File: src/rtl/uart_cmd_master.sv
// Initiator for the uart_mcu byte command protocol: sends cmd/data bytes and collects response bytes.
// Define CMD_MASTER_CHECKSUM_EN to verify the long-read sum byte (err on mismatch).
module uart_cmd_master #(
    parameter int BYTE_GAP = 600,
    parameter int TIMEOUT  = 65535,
    parameter int LONG_LEN = 1024
) (
    input  logic       sys_clk,
    input  logic       sys_rst,
    input  logic       req_valid,
    output logic       req_ready,
    input  logic [1:0] req_kind,
    input  logic [7:0] req_cmd,
    input  logic [7:0] req_data,
    output logic       tx_send,
    output logic [7:0] tx_data,
    input  logic       rx_rec,
    input  logic [7:0] rx_data,
    output logic       rsp_valid,
    output logic [7:0] rsp_data,
    output logic       rsp_last,
    output logic       done,
    output logic       err
);
    typedef enum logic [2:0] {IDLE, SEND_CMD, GAP, SEND_DATA, WAIT_RSP, DONE} state_t;

    state_t      state_q, state_d;
    logic [1:0]  kind_q, kind_d;
    logic [7:0]  data_q, data_d;
    logic        data_sent_q, data_sent_d;
    logic [31:0] gap_q, gap_d;
    logic [31:0] to_q, to_d;
    logic [10:0] cnt_q, cnt_d;
    logic        bad_q, bad_d;
    logic        rx_rec_q, rx_rec_d;
`ifdef CMD_MASTER_CHECKSUM_EN
    logic [7:0]  sum_q, sum_d;
`endif
    logic        req_ready_q, req_ready_d;
    logic        tx_send_q, tx_send_d;
    logic [7:0]  tx_data_q, tx_data_d;
    logic        rsp_valid_q, rsp_valid_d;
    logic [7:0]  rsp_data_q, rsp_data_d;
    logic        rsp_last_q, rsp_last_d;
    logic        done_q, done_d;
    logic        err_q, err_d;
    logic        rx_edge;

    assign rx_rec_d = rx_rec;
    assign rx_edge  = rx_rec & ~rx_rec_q;

    always_comb begin
        logic gap_step;
        gap_step    = 1'b0;
        state_d     = state_q;
        kind_d      = kind_q;
        data_d      = data_q;
        data_sent_d = data_sent_q;
        gap_d       = gap_q;
        to_d        = to_q;
        cnt_d       = cnt_q;
        bad_d       = bad_q;
`ifdef CMD_MASTER_CHECKSUM_EN
        sum_d       = sum_q;
`endif
        req_ready_d = req_ready_q;
        tx_send_d   = 1'b0;
        tx_data_d   = tx_data_q;
        rsp_valid_d = 1'b0;
        rsp_data_d  = rsp_data_q;
        rsp_last_d  = 1'b0;
        done_d      = 1'b0;
        err_d       = 1'b0;

        case (state_q)
            IDLE: begin
                if (req_valid && req_ready_q) begin
                    kind_d      = req_kind;
                    data_d      = req_data;
                    data_sent_d = 1'b0;
                    gap_d       = '0;
                    to_d        = '0;
                    cnt_d       = '0;
                    bad_d       = 1'b0;
`ifdef CMD_MASTER_CHECKSUM_EN
                    sum_d       = '0;
`endif
                    req_ready_d = 1'b0;
                    tx_send_d   = 1'b1;
                    tx_data_d   = req_cmd;
                    state_d     = SEND_CMD;
                end
            end
            SEND_CMD: begin
                if (kind_q[1]) begin
                    to_d    = to_q + 32'd1;
                    state_d = WAIT_RSP;
                end else begin
                    gap_step = 1'b1;
                end
            end
            GAP, SEND_DATA: gap_step = 1'b1;
            WAIT_RSP: begin
                // A byte arriving on the last timeout cycle is still accepted.
                if (rx_edge) begin
                    rsp_valid_d = 1'b1;
                    rsp_data_d  = rx_data;
                    to_d        = '0;
                    if (kind_q == 2'd2 || cnt_q == 11'(LONG_LEN)) begin
                        rsp_last_d = 1'b1;
                        state_d    = DONE;
`ifdef CMD_MASTER_CHECKSUM_EN
                        bad_d      = (kind_q == 2'd3) && (rx_data != sum_q);
`endif
                    end else begin
                        cnt_d = cnt_q + 11'd1;
`ifdef CMD_MASTER_CHECKSUM_EN
                        sum_d = sum_q + rx_data;
`endif
                    end
                end else if (to_q == 32'(TIMEOUT - 1)) begin
                    done_d  = 1'b1;
                    err_d   = 1'b1;
                    state_d = DONE;
                end else begin
                    to_d = to_q + 32'd1;
                end
            end
            DONE: begin
                // Entered with done already pulsing (gap/timeout) or one cycle after the last byte.
                if (done_q) begin
                    req_ready_d = 1'b1;
                    state_d     = IDLE;
                end else begin
                    done_d = 1'b1;
                    err_d  = bad_q;
                end
            end
            default: state_d = IDLE;
        endcase

        if (gap_step) begin
            if (gap_q == 32'(BYTE_GAP - 1)) begin
                gap_d = '0;
                if (kind_q == 2'd1 && !data_sent_q) begin
                    tx_send_d   = 1'b1;
                    tx_data_d   = data_q;
                    data_sent_d = 1'b1;
                    state_d     = SEND_DATA;
                end else begin
                    done_d  = 1'b1;
                    state_d = DONE;
                end
            end else begin
                gap_d   = gap_q + 32'd1;
                state_d = GAP;
            end
        end
    end

    always_ff @(posedge sys_clk or posedge sys_rst) begin
        if (sys_rst) begin
            state_q     <= IDLE;
            kind_q      <= '0;
            data_q      <= '0;
            data_sent_q <= 1'b0;
            gap_q       <= '0;
            to_q        <= '0;
            cnt_q       <= '0;
            bad_q       <= 1'b0;
            rx_rec_q    <= 1'b0;
`ifdef CMD_MASTER_CHECKSUM_EN
            sum_q       <= '0;
`endif
            req_ready_q <= 1'b1;
            tx_send_q   <= 1'b0;
            tx_data_q   <= '0;
            rsp_valid_q <= 1'b0;
            rsp_data_q  <= '0;
            rsp_last_q  <= 1'b0;
            done_q      <= 1'b0;
            err_q       <= 1'b0;
        end else begin
            state_q     <= state_d;
            kind_q      <= kind_d;
            data_q      <= data_d;
            data_sent_q <= data_sent_d;
            gap_q       <= gap_d;
            to_q        <= to_d;
            cnt_q       <= cnt_d;
            bad_q       <= bad_d;
            rx_rec_q    <= rx_rec_d;
`ifdef CMD_MASTER_CHECKSUM_EN
            sum_q       <= sum_d;
`endif
            req_ready_q <= req_ready_d;
            tx_send_q   <= tx_send_d;
            tx_data_q   <= tx_data_d;
            rsp_valid_q <= rsp_valid_d;
            rsp_data_q  <= rsp_data_d;
            rsp_last_q  <= rsp_last_d;
            done_q      <= done_d;
            err_q       <= err_d;
        end
    end

    assign req_ready = req_ready_q;
    assign tx_send   = tx_send_q;
    assign tx_data   = tx_data_q;
    assign rsp_valid = rsp_valid_q;
    assign rsp_data  = rsp_data_q;
    assign rsp_last  = rsp_last_q;
    assign done      = done_q;
    assign err       = err_q;
endmodule

File: config.mk
export PLATFORM = sky130hd
export DESIGN_NAME = uart_cmd_master
export DESIGN_NICKNAME = d
export VERILOG_FILES = /design/src/rtl/uart_cmd_master.sv
export SDC_FILE = /design/constraint.sdc
export NUM_CORES = 1
export LEC_CHECK = 0
export ABC_AREA = 1
export BUFFER_PORTS_ARGS = -buffer_cell sky130_fd_sc_hd__buf_2
export CELL_PAD_IN_SITES_DETAIL_PLACEMENT = 1
export CELL_PAD_IN_SITES_GLOBAL_PLACEMENT = 2
export CORE_ASPECT_RATIO = 0.8
export CORE_MARGIN = 2
export CORE_UTILIZATION = 38
export CTS_CLUSTER_SIZE = 24
export DETAILED_ROUTE_END_ITERATION = 16
export PLACE_DENSITY_LB_ADDON = 0.1
export SLEW_MARGIN = 20
export SYNTH_ARGS = -nofsm -noshare
export SYNTH_HDL_FRONTEND = slang
export SYNTH_SLANG_ARGS = --single-unit
File: constraint.sdc
create_clock -name sys_clk -period 4.8 [get_ports sys_clk]
set_input_delay 0.24 -clock sys_clk [delete_from_list [all_inputs] [get_ports sys_clk]]
set_output_delay 0.24 -clock sys_clk [all_outputs]
set_load 0.01 [all_outputs]
==> impl_metrics.tcl <==
set metrics [dict create \
    cts.sinks 112 \
    ctsHoldBuffers 0 \
    worst_skew_pair.late_latency_ns 0.37 \
    synth-async-reset-ratio 1.00 \
    clockBufferDepth 2 \
    yosysTopAreaCellShare 0.393 \
    maxSlewHeadroom 0.397 \
    ys_top_cells_by_area "dfrtp_1 (39%), nand2_1 (15%), nand3_1 (7.4%), nor2_1 (6.6%), inv_1 (5.3%)" \
    holdWs_ns 0.0319 \
    grt_pass1_wl_um 36200 \
    period_needed_ns 2.40 \
    yosysTopAreaCell "dfrtp_1" \
    start_util 0.389 \
    ys_types 41 \
    io_buffers 51 \
    r2r_cells 10 \
    die_area_um2 19700 \
    drv_cap 0 \
    firstDrtPassIters 5 \
    synth_xor_area_frac 0.0360 \
    grtUsageMet2 0.328 \
    synth_compound_area_frac 0.0638 \
    placed_area_um2 7480 \
    route.vias.total 6475 \
    synth_top_family_by_area "simple AND/OR/NAND/NOR gates" \
    path_clk_slew_ns 0.08 \
    cts_made_buffers 9 \
    grt_overflow 0 \
    cts_tree "done" \
    path_max_fanout 19 \
    finalSetupViolations 0 \
    wl_per_cell_um 17.0 \
    synth_ff_type "dfrtp_1" \
    antenna_found_initial 0 \
    peakVddDrop_mv 0.281 \
    p_per_area_nw_per_um2 481 \
    num_io_pins 52 \
    ys_top_cells_by_count "nand2_1 (282), nor2_1 (124), dfrtp_1 (111)" \
    hold_viol 0 \
    finish.instance_area_um2 7780 \
    area_delta_synth_final_pct 10.2 \
    grt_pass1_vias 6662 \
    synth_fa_ha_area_frac 0.00886 \
    layout.nets 1055 \
    met1_usage 0.378 \
    ant_nets 0 \
    required_ns 5.06 \
    post_cts_buffers 0 \
    htreeDepth 3 \
    synth_mux_area_frac 0.0255 \
    synth_nets 1011 \
    globalRouteTotalUtil 0.234 \
    synth_most_common_cell "nand2_1" \
    die_w_um 156 \
    finalWirelength_um 21300 \
    fmax_ghz 0.417 \
    gp_congestion 0.845 \
    status "finished, final reports clean" \
    timing.final.crit_share 0.500 \
    drc 0 \
    syn_avg_cell_area_um2 7.24 \
    syn_area_um2 7060 \
    fin_util 0.428 \
    dp_hpwl_um 16000 \
    post_cts_resized 0 \
    rsz0062_at_grt "false" \
    p_leak_nw 3.53 \
    rows 44 \
    fin_worst_skew_ns 0.00554 \
    netlist_instances 976 \
    criticalPathCategory "reg2reg" \
    yosys.area_share.simple 0.389 \
    tns_ns 0 \
    cts_root_buffer "clkbuf_16" \
    min_path_cells 1 \
    ys_ff_latch 112 \
    worst_setup_path_start_kind "flop" \
    worst_pin_slew_ns 0.905 \
    num_antenna_cells 0 \
    vias_per_cell 5.16 \
    grt.met3_usage 0.0351 \
    maxSlewViolCount 0 \
    dieHeight_um 126 \
    cp-end-kind "flop" \
    drt_first_iter_violations 323 \
    ys_seq_area_frac 0.397 \
    core_area_um2 18200 \
    grt_start_max_net_pins 70 \
    yosys_warnings 0 \
    cp.arrival_ns 2.66 \
    synth_edf_count 0 \
    hold_path.class "in2reg" \
    top_usage_layer "met1" \
    drive_above_1_share 0.140 \
]
## area by class of cell
cell class / count / area, µm²
Inverter: 112 / 430
Fill cell: 2344 / 10400
Timing Repair Buffer: 52 / 263
Tap cell: 230 / 288
Sequential cell: 112 / 2800
Multi-Input combinational cell: 733 / 3700
Clock buffer: 10 / 239
Clock inverter: 6 / 61.3
## path summary, 6_finish.rpt
path | from | to | slack, ns
worst max-delay path | state_q[1] | state_q[2] | 2.40
worst min-delay path | rx_rec | rx_rec_q | 0.03
worst max register to register | state_q[1] | state_q[2] | 2.40
worst min register to register | rsp_data[3] | rsp_data[3] | 0.48
max in group asynchronous | sys_rst | req_ready | 3.60
min in group asynchronous | sys_rst | gap_q[7] | 0.08
## cells by family after synthesis
kind of cell | after synthesis
AOI/OAI and AO/OA | 74
xor gates and xnor gates | 29
adders and majority gates | 5
buffers and inverters | 131
DFF | 112
and+or+nand+nor | 609
muxes | 16
## sequential cells by signal, indices dropped and copies added (netlist names), 2 cells and up
name	count
cnt_q	11
tx_data	8
data_q	8
to_q	32
rsp_data	8
state_q	3
kind_q	2
gap_q	32
## power by group
group / switching [W] / leakage, nW / internal (W) / total (W)
clock: 0.000407 / 0.144 / 0.000381 / 0.000788
combinational: 0.00112 / 1.91 / 0.000440 / 0.00156
sequential: 0.000214 / 1.48 / 0.00118 / 0.00139
total: 0.00174 / 3.53 / 0.00200 / 0.00374
## metal layers
layer  vias to the layer above  part of all wire
met5                         -                 0
met4                         0            0.0082
met3                        10             0.036
met2                       111              0.39
met1                      3127              0.56
li1                       3227                 -
## stage by stage
step | setup WS, ns | cells | total power [W]
floorplan | 1.60 | 976 | 0.00256
CTS | 2.37 | 1255 | 0.00380
global route | 2.17 | 1255 | 0.00402
detailed placement | 2.37 | 1239 | 0.00299
finish | 2.40 | 1255 | 0.00374
global placement | 2.47 | 1239 | 0.00295
## worst max-delay path, cell delays in order (launching register included)
cell and delay [ns]:
dfrtp_1 0.42, inv_2 0.12, nand2_4 0.11, nor2_8 0.31
inv_1 0.32, nor2_1 0.61, nand2_1 0.11, nand3_1 0.14
inv_1 0.05, nand2_1 0.06, nand2_1 0.05
## placed cells by master (no fill, tap or decap), types with 5 or more instances in the layout
master,synthesis,routed
o22ai_1,13,13
clkbuf_16,0,9
nand2_4,8,8
dfrtp_1,111,111
nand2_2,7,7
o21ai_1,10,10
mux2_2,16,16
xor2_1,29,29
nand2_1,282,282
o21ai_2,7,7
buf_2,6,51
nor2_4,8,8
inv_1,100,99
inv_2,8,8
nand3_1,105,105
nor2_2,9,9
nor3_1,27,27
a21oi_1,6,6
o21ai_0,30,30
ha_1,5,5
nor2_1,124,124
nand4_1,30,30
Power figures use the tool's default switching activity.
